## src/rtl/mem_bus_pkg.sv

```systemverilog
// Shared types and constants for the memory arbiter.
// Return FSM encoding, empty write mask, word-alignment helper.
package mem_bus_pkg;

  typedef enum logic {
    ST_IDLE,
    ST_AUX_RD
  } arb_state_e;

  localparam logic [3:0]  WMASK_NONE = 4'b0000;
  localparam logic [31:0] WORD_MASK  = 32'hFFFF_FFFC;

  function automatic logic [31:0] word_align(
    input logic [31:0] a
  );
    return a & WORD_MASK;
  endfunction

endpackage

```

## src/rtl/mem_arbiter_if.sv

```systemverilog
// AUX master request/grant handshake with one-cycle read return.
// master = AUX side, slave = arbiter side.
interface mem_arbiter_if;

  logic        req;
  logic        we;
  logic [31:0] addr;
  logic [3:0]  wmask;
  logic [31:0] wdata;
  logic        gnt;
  logic        rvalid;
  logic [31:0] rdata;

  modport master (
    output req, we, addr, wmask, wdata,
    input  gnt, rvalid, rdata
  );

  modport slave (
    input  req, we, addr, wmask, wdata,
    output gnt, rvalid, rdata
  );

endinterface

```

## src/rtl/sat_counter.sv

```systemverilog
// Saturating up-counter with synchronous clear.
// Clear dominates increment; holds at all-ones.
module sat_counter #(
  parameter int W = 8
) (
  input  logic         clk,
  input  logic         rst_n,
  input  logic         inc,
  input  logic         clr,
  output logic [W-1:0] count
);

  localparam logic [W-1:0] ONE = W'(1);

  // count up, stop at all-ones, clear on request
  always_ff @(posedge clk or negedge rst_n) begin
    if (!rst_n) begin
      count <= '0;
    end else if (clr) begin
      count <= '0;
    end else if (inc && (count != '1)) begin
      count <= count + ONE;
    end
  end

endmodule

```

## src/rtl/mem_arbiter.sv

```systemverilog
// Single-port memory arbiter: CPU pass-through with absolute
// priority, AUX served in idle cycles, plus debug counters.
module mem_arbiter
  import mem_bus_pkg::*;
#(
  parameter int STARVE_LIMIT = 64,
  parameter int WAIT_W       = 8,
  parameter int CNT_W        = 16
) (
  input  logic             clk,
  input  logic             rst_n,
  input  logic [31:0]      cpu_addr_i,
  input  logic             cpu_rstrb_i,
  input  logic [3:0]       cpu_wmask_i,
  input  logic [31:0]      cpu_wdata_i,
  output logic [31:0]      cpu_rdata_o,
  mem_arbiter_if.slave     aux,
  output logic             aux_starved_o,
  input  logic             aux_starved_clr_i,
  output logic [CNT_W-1:0] cpu_acc_cnt_o,
  output logic [CNT_W-1:0] aux_acc_cnt_o,
  output logic [31:0]      mem_addr_o,
  output logic             mem_rstrb_o,
  output logic [3:0]       mem_wmask_o,
  output logic [31:0]      mem_wdata_o,
  input  logic [31:0]      mem_rdata_i
);

  localparam logic [WAIT_W-1:0] LIMIT =
    WAIT_W'(STARVE_LIMIT);

  arb_state_e        state_q;
  arb_state_e        state_d;
  logic              cpu_busy;
  logic              gnt;
  logic              aux_rd;
  logic              wait_inc;
  logic              wait_clr;
  logic [WAIT_W-1:0] wait_cnt;
  logic              starve_set;

  assign cpu_busy = cpu_rstrb_i | (|cpu_wmask_i);
  assign gnt      = aux.req & ~cpu_busy & rst_n;
  assign aux_rd   = gnt & ~aux.we;
  assign aux.gnt  = gnt;

  assign cpu_rdata_o = mem_rdata_i;

  // memory mux: CPU fields unless AUX holds the grant
  always_comb begin
    mem_addr_o  = cpu_addr_i;
    mem_rstrb_o = cpu_rstrb_i;
    mem_wmask_o = cpu_wmask_i;
    mem_wdata_o = cpu_wdata_i;
    if (gnt) begin
      mem_addr_o  = word_align(aux.addr);
      mem_rstrb_o = ~aux.we;
      mem_wmask_o = aux.we ? aux.wmask : WMASK_NONE;
      if (aux.we) begin
        mem_wdata_o = aux.wdata;
      end
    end
    if (!rst_n) begin
      mem_rstrb_o = 1'b0;
      mem_wmask_o = WMASK_NONE;
    end
  end

  // return FSM state register
  always_ff @(posedge clk or negedge rst_n) begin
    if (!rst_n) begin
      state_q <= ST_IDLE;
    end else begin
      state_q <= state_d;
    end
  end

  // return FSM next state: any granted read lands in AUX_RD
  always_comb begin
    state_d = ST_IDLE;
    unique case (state_q)
      ST_IDLE:   if (aux_rd) state_d = ST_AUX_RD;
      ST_AUX_RD: if (aux_rd) state_d = ST_AUX_RD;
      default:   state_d = ST_IDLE;
    endcase
  end

  assign aux.rvalid = (state_q == ST_AUX_RD);
  assign aux.rdata  = aux.rvalid ? mem_rdata_i : '0;

  assign wait_inc = aux.req & ~gnt;
  assign wait_clr = gnt | ~aux.req;

  sat_counter #(.W(WAIT_W)) u_wait_cnt (
    .clk   (clk),
    .rst_n (rst_n),
    .inc   (wait_inc),
    .clr   (wait_clr),
    .count (wait_cnt)
  );

  sat_counter #(.W(CNT_W)) u_cpu_cnt (
    .clk   (clk),
    .rst_n (rst_n),
    .inc   (cpu_busy),
    .clr   (1'b0),
    .count (cpu_acc_cnt_o)
  );

  sat_counter #(.W(CNT_W)) u_aux_cnt (
    .clk   (clk),
    .rst_n (rst_n),
    .inc   (gnt),
    .clr   (1'b0),
    .count (aux_acc_cnt_o)
  );

  assign starve_set = (wait_cnt >= LIMIT);

  // sticky starvation flag; a set beats a same-cycle clear
  always_ff @(posedge clk or negedge rst_n) begin
    if (!rst_n) begin
      aux_starved_o <= 1'b0;
    end else if (starve_set) begin
      aux_starved_o <= 1'b1;
    end else if (aux_starved_clr_i) begin
      aux_starved_o <= 1'b0;
    end
  end

endmodule

```

## src/flat_wrapper.sv

```systemverilog
// flat-port wrapper written by rule: the top's interface ports become plain ports
module mem_arbiter_flat import mem_bus_pkg::*;
#(
  parameter int STARVE_LIMIT = 64,
  parameter int WAIT_W       = 8,
  parameter int CNT_W        = 16
)
  (clk, rst_n, cpu_addr_i, cpu_rstrb_i, cpu_wmask_i, cpu_wdata_i, cpu_rdata_o, aux_starved_o, aux_starved_clr_i, cpu_acc_cnt_o, aux_acc_cnt_o, mem_addr_o, mem_rstrb_o, mem_wmask_o, mem_wdata_o, mem_rdata_i, aux_req, aux_we, aux_addr, aux_wmask, aux_wdata, aux_gnt, aux_rvalid, aux_rdata);
  mem_arbiter_if aux_i ();
  input  logic clk;
  input  logic rst_n;
  input  logic [31:0] cpu_addr_i;
  input  logic cpu_rstrb_i;
  input  logic [3:0] cpu_wmask_i;
  input  logic [31:0] cpu_wdata_i;
  output logic [31:0] cpu_rdata_o;
  output logic aux_starved_o;
  input  logic aux_starved_clr_i;
  output logic [CNT_W-1:0] cpu_acc_cnt_o;
  output logic [CNT_W-1:0] aux_acc_cnt_o;
  output logic [31:0] mem_addr_o;
  output logic mem_rstrb_o;
  output logic [3:0] mem_wmask_o;
  output logic [31:0] mem_wdata_o;
  input  logic [31:0] mem_rdata_i;
  input wire logic [$bits(aux_i.req)-1:0] aux_req;
  input wire logic [$bits(aux_i.we)-1:0] aux_we;
  input wire logic [$bits(aux_i.addr)-1:0] aux_addr;
  input wire logic [$bits(aux_i.wmask)-1:0] aux_wmask;
  input wire logic [$bits(aux_i.wdata)-1:0] aux_wdata;
  output wire logic [$bits(aux_i.gnt)-1:0] aux_gnt;
  output wire logic [$bits(aux_i.rvalid)-1:0] aux_rvalid;
  output wire logic [$bits(aux_i.rdata)-1:0] aux_rdata;
  assign aux_i.req = aux_req;
  assign aux_i.we = aux_we;
  assign aux_i.addr = aux_addr;
  assign aux_i.wmask = aux_wmask;
  assign aux_i.wdata = aux_wdata;
  assign aux_gnt = aux_i.gnt;
  assign aux_rvalid = aux_i.rvalid;
  assign aux_rdata = aux_i.rdata;
  mem_arbiter #(.STARVE_LIMIT(STARVE_LIMIT), .WAIT_W(WAIT_W), .CNT_W(CNT_W)) u_core (.clk(clk), .rst_n(rst_n), .cpu_addr_i(cpu_addr_i), .cpu_rstrb_i(cpu_rstrb_i), .cpu_wmask_i(cpu_wmask_i), .cpu_wdata_i(cpu_wdata_i), .cpu_rdata_o(cpu_rdata_o), .aux(aux_i), .aux_starved_o(aux_starved_o), .aux_starved_clr_i(aux_starved_clr_i), .cpu_acc_cnt_o(cpu_acc_cnt_o), .aux_acc_cnt_o(aux_acc_cnt_o), .mem_addr_o(mem_addr_o), .mem_rstrb_o(mem_rstrb_o), .mem_wmask_o(mem_wmask_o), .mem_wdata_o(mem_wdata_o), .mem_rdata_i(mem_rdata_i));
endmodule
```

## config.mk

```make
export PLATFORM = sky130hd
export DESIGN_NAME = mem_arbiter_flat
export DESIGN_NICKNAME = d
export VERILOG_FILES = /design/src/rtl/mem_bus_pkg.sv /design/src/rtl/mem_arbiter_if.sv /design/src/rtl/sat_counter.sv /design/src/rtl/mem_arbiter.sv /design/src/flat_wrapper.sv
export SDC_FILE = /design/constraint.sdc
export NUM_CORES = 1
export LEC_CHECK = 0
export CORE_AREA = 2 2 135 137
export DETAILED_ROUTE_END_ITERATION = 8
export DIE_AREA = 0 0 137 139
export GPL_TIMING_DRIVEN = 1
export PLACE_DENSITY = 0.72
export SKIP_LAST_GASP = 1
export SLEW_MARGIN = 10
export SYNTH_ARGS = -nofsm -noshare
export SYNTH_HDL_FRONTEND = slang
export SYNTH_HIERARCHICAL = 1
export SYNTH_SLANG_ARGS = --single-unit
```

## constraint.sdc

```tcl
create_clock -name clk -period 1.85 [get_ports clk]
set_clock_uncertainty 0.05 [all_clocks]
set_input_delay 0.2775 -clock clk [delete_from_list [all_inputs] [get_ports clk]]
set_output_delay 0.2775 -clock clk [all_outputs]
set_load 0.005 [all_outputs]
```

== Word level (Yosys, flattened, before mapping) ==
Index checks and enable logic that the tools add are counted.

* Logic and storage cells: 42
* Bits of input ports: 174
* Flip-flop bits (word level): 42

* $add $sub $neg: 3
* Equal/unequal tests: 3
* Mux-type cells: 14
* Reduce and logical (&&, ||, !) cells: 6
* Order comparisons: 1
* Bitwise gates (word level): 10

{| class="wikitable"
|+ Operators with widths
! operator !! count
|-
| 2-to-1 mux 32 bit || 4
|-
| adder 16 x 1 -> 16 bit (second input constant) || 2
|-
| != test 16 bit (second input constant) || 2
|-
| 2-to-1 mux 8 bit || 2
|-
| 2-to-1 mux 4 bit || 3
|-
| adder 8 x 1 -> 8 bit (second input constant) || 1
|-
| greater-or-equal comparator 8 x 7 -> 1 bit (second input constant) || 1
|-
| != test 8 bit (second input constant) || 1
|-
| 2-to-1 mux 1 bit || 5
|-
| bitwise AND 1 bit || 4
|-
| NOT 1 bit || 4
|-
| nonzero test 2 bit || 2
|-
| OR reduction 4 bit || 1
|-
| logical AND 1 bit || 3
|-
| OR 1 bit || 2
|}

== Longest topological paths before layout ==
* Depth in word-level cells: 10
* Depth in mapped cells: 7
* Mapped depth without buffers: 6

== Modules after synthesis ==
The synthesis kept the hierarchy.

{| class="wikitable"
|+ By module, submodules not included
! module !! cells an instance !! area each (um2) !! instances
|-
| sat_counter (u_core.u_aux_cnt ...) || 98 || 942.2 || 2
|-
| mem_arbiter || 170 || 1587.8 || 1
|-
| sat_counter (u_core.u_wait_cnt) || 49 || 464.2 || 1
|}

== Worst setup path after synthesis ==
OpenSTA, ideal clock, no wires.

* Path kind: input port to flip-flop
* Start point: in cpu_wmask_i[3]
* End point: reg u_core.u_aux_cnt.count[3]
* Path slack: -0.375 ns
* Stages: 6
* Buffers on the path: 1
* Setup time: 0.077 ns
* Arrival time: 2.098 ns
* Path through: nor4_4 and3_1 inv_1 clkbuf_1 or4_2 a21oi_1

* Word-level cells in the longest chain between the ends: 6

{| class="wikitable"
|+ Ends and longest elaborated chain
! element !! line !! RTL
|-
| from (decl) || flat_wrapper.sv:14 || <nowiki>input logic [3:0] cpu_wmask_i;</nowiki>
|-
| OR reduction 4 bit || mem_arbiter.sv:42 || <nowiki>assign cpu_busy = cpu_rstrb_i | (|cpu_wmask_i);</nowiki>
|-
| OR 1 bit || mem_arbiter.sv:42 ||
|-
| NOT 1 bit || mem_arbiter.sv:43 || <nowiki>assign gnt = aux.req & ~cpu_busy & rst_n;</nowiki>
|-
| bitwise AND 1 bit (2 in series) || mem_arbiter.sv:43 ||
|-
| via aux_gnt || flat_wrapper.sv:31 || <nowiki>output wire logic [$bits(aux_i.gnt)-1:0] aux_gnt;</nowiki>
|-
| logical AND 1 bit || sat_counter.sv:21 || <nowiki>end else if (inc && (count != '1)) begin</nowiki>
|-
| to (signal assigned) || sat_counter.sv:22 || <nowiki>count <= count + ONE;</nowiki>
|-
| to (decl) || sat_counter.sv:10 || <nowiki>output logic [W-1:0] count</nowiki>
|}

The timed path passes the listed nets, and every way through them passes these cells.
A chain may end at the register's enable or synchronous reset.

== Final worst setup path ==
* Start point: in cpu_wmask_i[2]
* End point: out mem_wdata_o[13]

* Word-level cells in the longest chain between the ends: 6

{| class="wikitable"
|+ Ends and longest elaborated chain
! element !! line !! RTL
|-
| OR reduction 4 bit || mem_arbiter.sv:42 ||
|-
| OR 1 bit || mem_arbiter.sv:42 ||
|-
| NOT 1 bit || mem_arbiter.sv:43 ||
|-
| bitwise AND 1 bit (2 in series) || mem_arbiter.sv:43 ||
|-
| 2-to-1 mux 32 bit || mem_arbiter.sv:55 || <nowiki>if (gnt) begin</nowiki>
|-
| to (decl) || flat_wrapper.sv:24 || <nowiki>output logic [31:0] mem_wdata_o;</nowiki>
|}

No other way between the ends.

==> results_dict.tcl <==
set metrics [dict create \
    status "finished, violations left" \
    violations "negative setup slack" \
    grt_util_met3 0.147 \
    vias 5083 \
    ys_ff_latch 42 \
    rows 49 \
    wl_per_cell_um 23.1 \
    grt_pass1_vias 5015 \
    grt_start_max_net_pins 38 \
    setup_ws_ns -0.312 \
    multi_input_area_um2 2950 \
    fin_area_um2 9090 \
    final_common_cell "clkdlybuf4s50_1" \
    path_clk_slew_ns 0.06 \
    min_path_type "in -> async" \
    rsz0062_at_grt "yes" \
    holdWs_ns 0.0759 \
    period_minus_slack_ns 2.16 \
    drt_wl_total_mm 24.6 \
    reg2reg_slack_ns -0.15 \
    synth_cells 415 \
    cts_made_buffers 5 \
    io_pins 342 \
    drc 0 \
    cts_tree "done" \
    crit_path_end_kind "output port" \
    via_per_inst 4.77 \
    grt_antenna_before_repair 5 \
    die-area_um2 19000 \
    clock-sinks 42 \
    placed_area_um2 7830 \
    finalSetupViolCount 90 \
    dp_hpwl_mm 18.8 \
    r2r-end "u_core/u_cpu_cnt/count[13]$_DFFE_PN0P_" \
    final_cell_mix "clkdlybuf4s50_1, buf_6, buf_4" \
    syn_avg_cell_area_um2 9.49 \
    ff_latch_area_um2 1050 \
    start_util 0.223 \
    area_growth_pct 131 \
    grt-ovfl-total 0 \
    synth.largest_area_cell "dfrtp_1" \
    routabilityCongestion 0.915 \
    port_buffers 339 \
    yosysTopAreaCellShare 0.267 \
    met1_usage 0.310 \
    drive_gt1_frac 0.431 \
    synth_edf_count 0 \
    core_um2 17700 \
    first_pass_iters 4 \
    max_freq_mhz 463 \
    clockBufferDepth 2 \
    grt_pass1_wl_mm 33.5 \
    die_h_um 139 \
    finalHoldViolCount 0 \
    rr_startpoint "u_core/u_cpu_cnt/count[1]$_DFFE_PN0P_" \
    worstPathArrival_ns 1.83 \
    p_leak_nw 4.39 \
    crit_required_ns 1.52 \
    worstPathMaxFanout 5 \
    total_power_mw 2.88 \
    reg2reg_depth 6 \
    track_usage 0.243 \
    top_usage_layer "met2" \
    synthDistinctLibCells 47 \
    maxSlewHeadroom 0.659 \
    power_density_nw_per_um2 317 \
    die_width_um 137 \
    ctsHoldBuffers 0 \
    peakVddDrop_mv 0.344 \
    ys_warn_count 6 \
    synth_seq_area_share 0.267 \
    fin_crit_sh 1.17 \
    use_met2 0.361 \
    first_iter_violations 211 \
    ys_async_sr_fraction 1.00 \
    critPathKind "in -> out" \
    ys_top_cells_by_area "dfrtp_1, mux2_4, mux2_2" \
    antenna_left 0 \
    h-tree-depth 2 \
    maxCapViolations 0 \
    layout.nets 1008 \
    nFillCells 1597 \
    cts-root-buf "clkbuf_16" \
    preCtsSetupSlack_ns -1.17 \
    clk_latency_ns 0.28 \
    tightest_slew_ns 0.512 \
    syn_area_um2 3940 \
    timing.final.max_slew_violations 0 \
    synth_flop_cell "dfrtp_1" \
    cp-start-kind "input pin" \
]
[metrics by stage]
| stage | instances | util | TNS (ns) |
|---|---|---|---|
| 6_report | 1065 | 0.515 | -14.79 |
| 3_5_place_dp | 993 | 0.444 | -87.23 |
| 4_1_cts | 1045 | 0.492 | -25.30 |
| 2_1_floorplan | 418 | - | -0.842 |
| 3_3_place_gp | 993 | 0.444 | -87.40 |
| 5_1_grt | 1061 | 0.514 | -19.04 |
[synthesized netlist by cell type (2+ instances only)]
cell type	number
dfrtp_1	42
and2_1	36
buf_4	32
mux2_2	32
mux2_4	30
a21oi_1	25
nand2_1	23
o31ai_1	14
clkbuf_1	13
nand4_1	13
nor2b_1	13
nor2_1	11
inv_1	10
mux2_1	10
or4_1	10
nand3_1	9
nor4_1	9
buf_6	8
o21ai_0	8
and3_1	6
nor3_1	6
o21ai_1	6
and4_2	5
or3_1	5
or4_2	4
ha_1	3
nand2b_1	3
nand3b_1	3
nor4_4	3
a211oi_2	2
a31oi_1	2
nand4_2	2
o211ai_2	2
or3_2	2
[logic make-up (layout without fill, tap and decap cells)]
logic type / count (synthesis) / in the layout / share of synthesized area
adders and majority gates: 3 / 3 / 0.00954
other: 1 / 8 / 0.000953
buffers and inverters: 64 / 478 / 0.107
DFF: 42 / 42 / 0.267
and+or+nand+nor: 169 / 169 / 0.278
AOI/OAI and AO/OA: 63 / 63 / 0.100
muxes: 73 / 73 / 0.237
[repair_timing]
action                     in CTS  in global routing
pin swaps                      31                 44
setup buffers                  37                 33
gates cloned                    8                  1
setup endpoints to repair     111                139
gates resized for setup       321                203
[worst max-delay path by stage]
stage	startpoint	endpoint	slack (ns)	cells past startpoint
after global placement	cpu_wmask_i[2]	mem_wmask_o[3]	-1.24	6
after global routing	cpu_wmask_i[2]	mem_wdata_o[6]	-0.34	8
after detailed placement	cpu_wmask_i[2]	mem_wmask_o[3]	-1.17	6
after CTS	cpu_wmask_i[0]	mem_wdata_o[26]	-0.47	7
final	cpu_wmask_i[2]	mem_wdata_o[13]	-0.31	8
after floorplan	cpu_wmask_i[0]	u_core/u_aux_cnt/count[2]$_DFFE_PN0P_	-0.13	6
[cell type report]
type	count	share of cell area
clock buffer	6	0.0153
timing repair buffer	459	0.504
tap	229	0.0315
antenna	4	0.00110
timing repair inverter	1	0.000964
clock inverter	2	0.00138
multi-input combinational	312	0.325
inverter	10	0.00551
sequential	42	0.116
[critical path: stages]
cell and delay [ns]:
buf_8 0.11, nor4_4 0.30, buf_4 0.18, nand4_4 0.17
clkbuf_16 0.22, buf_12 0.13, mux2_4 0.30, buf_6 0.13
[flip-flops by register name (all words and copies together), names as in the netlist]
name,count
u_core/u_cpu_cnt/count,16
u_core/aux_starved_o,1
u_core/u_aux_cnt/count,16
u_core/aux.rvalid,1
u_core/u_wait_cnt/count,8
[metal layers]
layer | vias to the layer above | routed length (µm)
met4 | 2 | 308
met2 | 258 | 10700
met5 | - | 13
met3 | 27 | 3680
met1 | 2462 | 9850
li1 | 2334 | -
[power by group]
part	switching (mW)	leakage (nW)	internal [mW]	total (mW)
registers	0.0142	0.580	0.928	0.942
logic	0.371	3.74	0.653	1.02
clock network	0.380	0.0729	0.535	0.916
No activity file was read; power rests on OpenSTA's default activity.
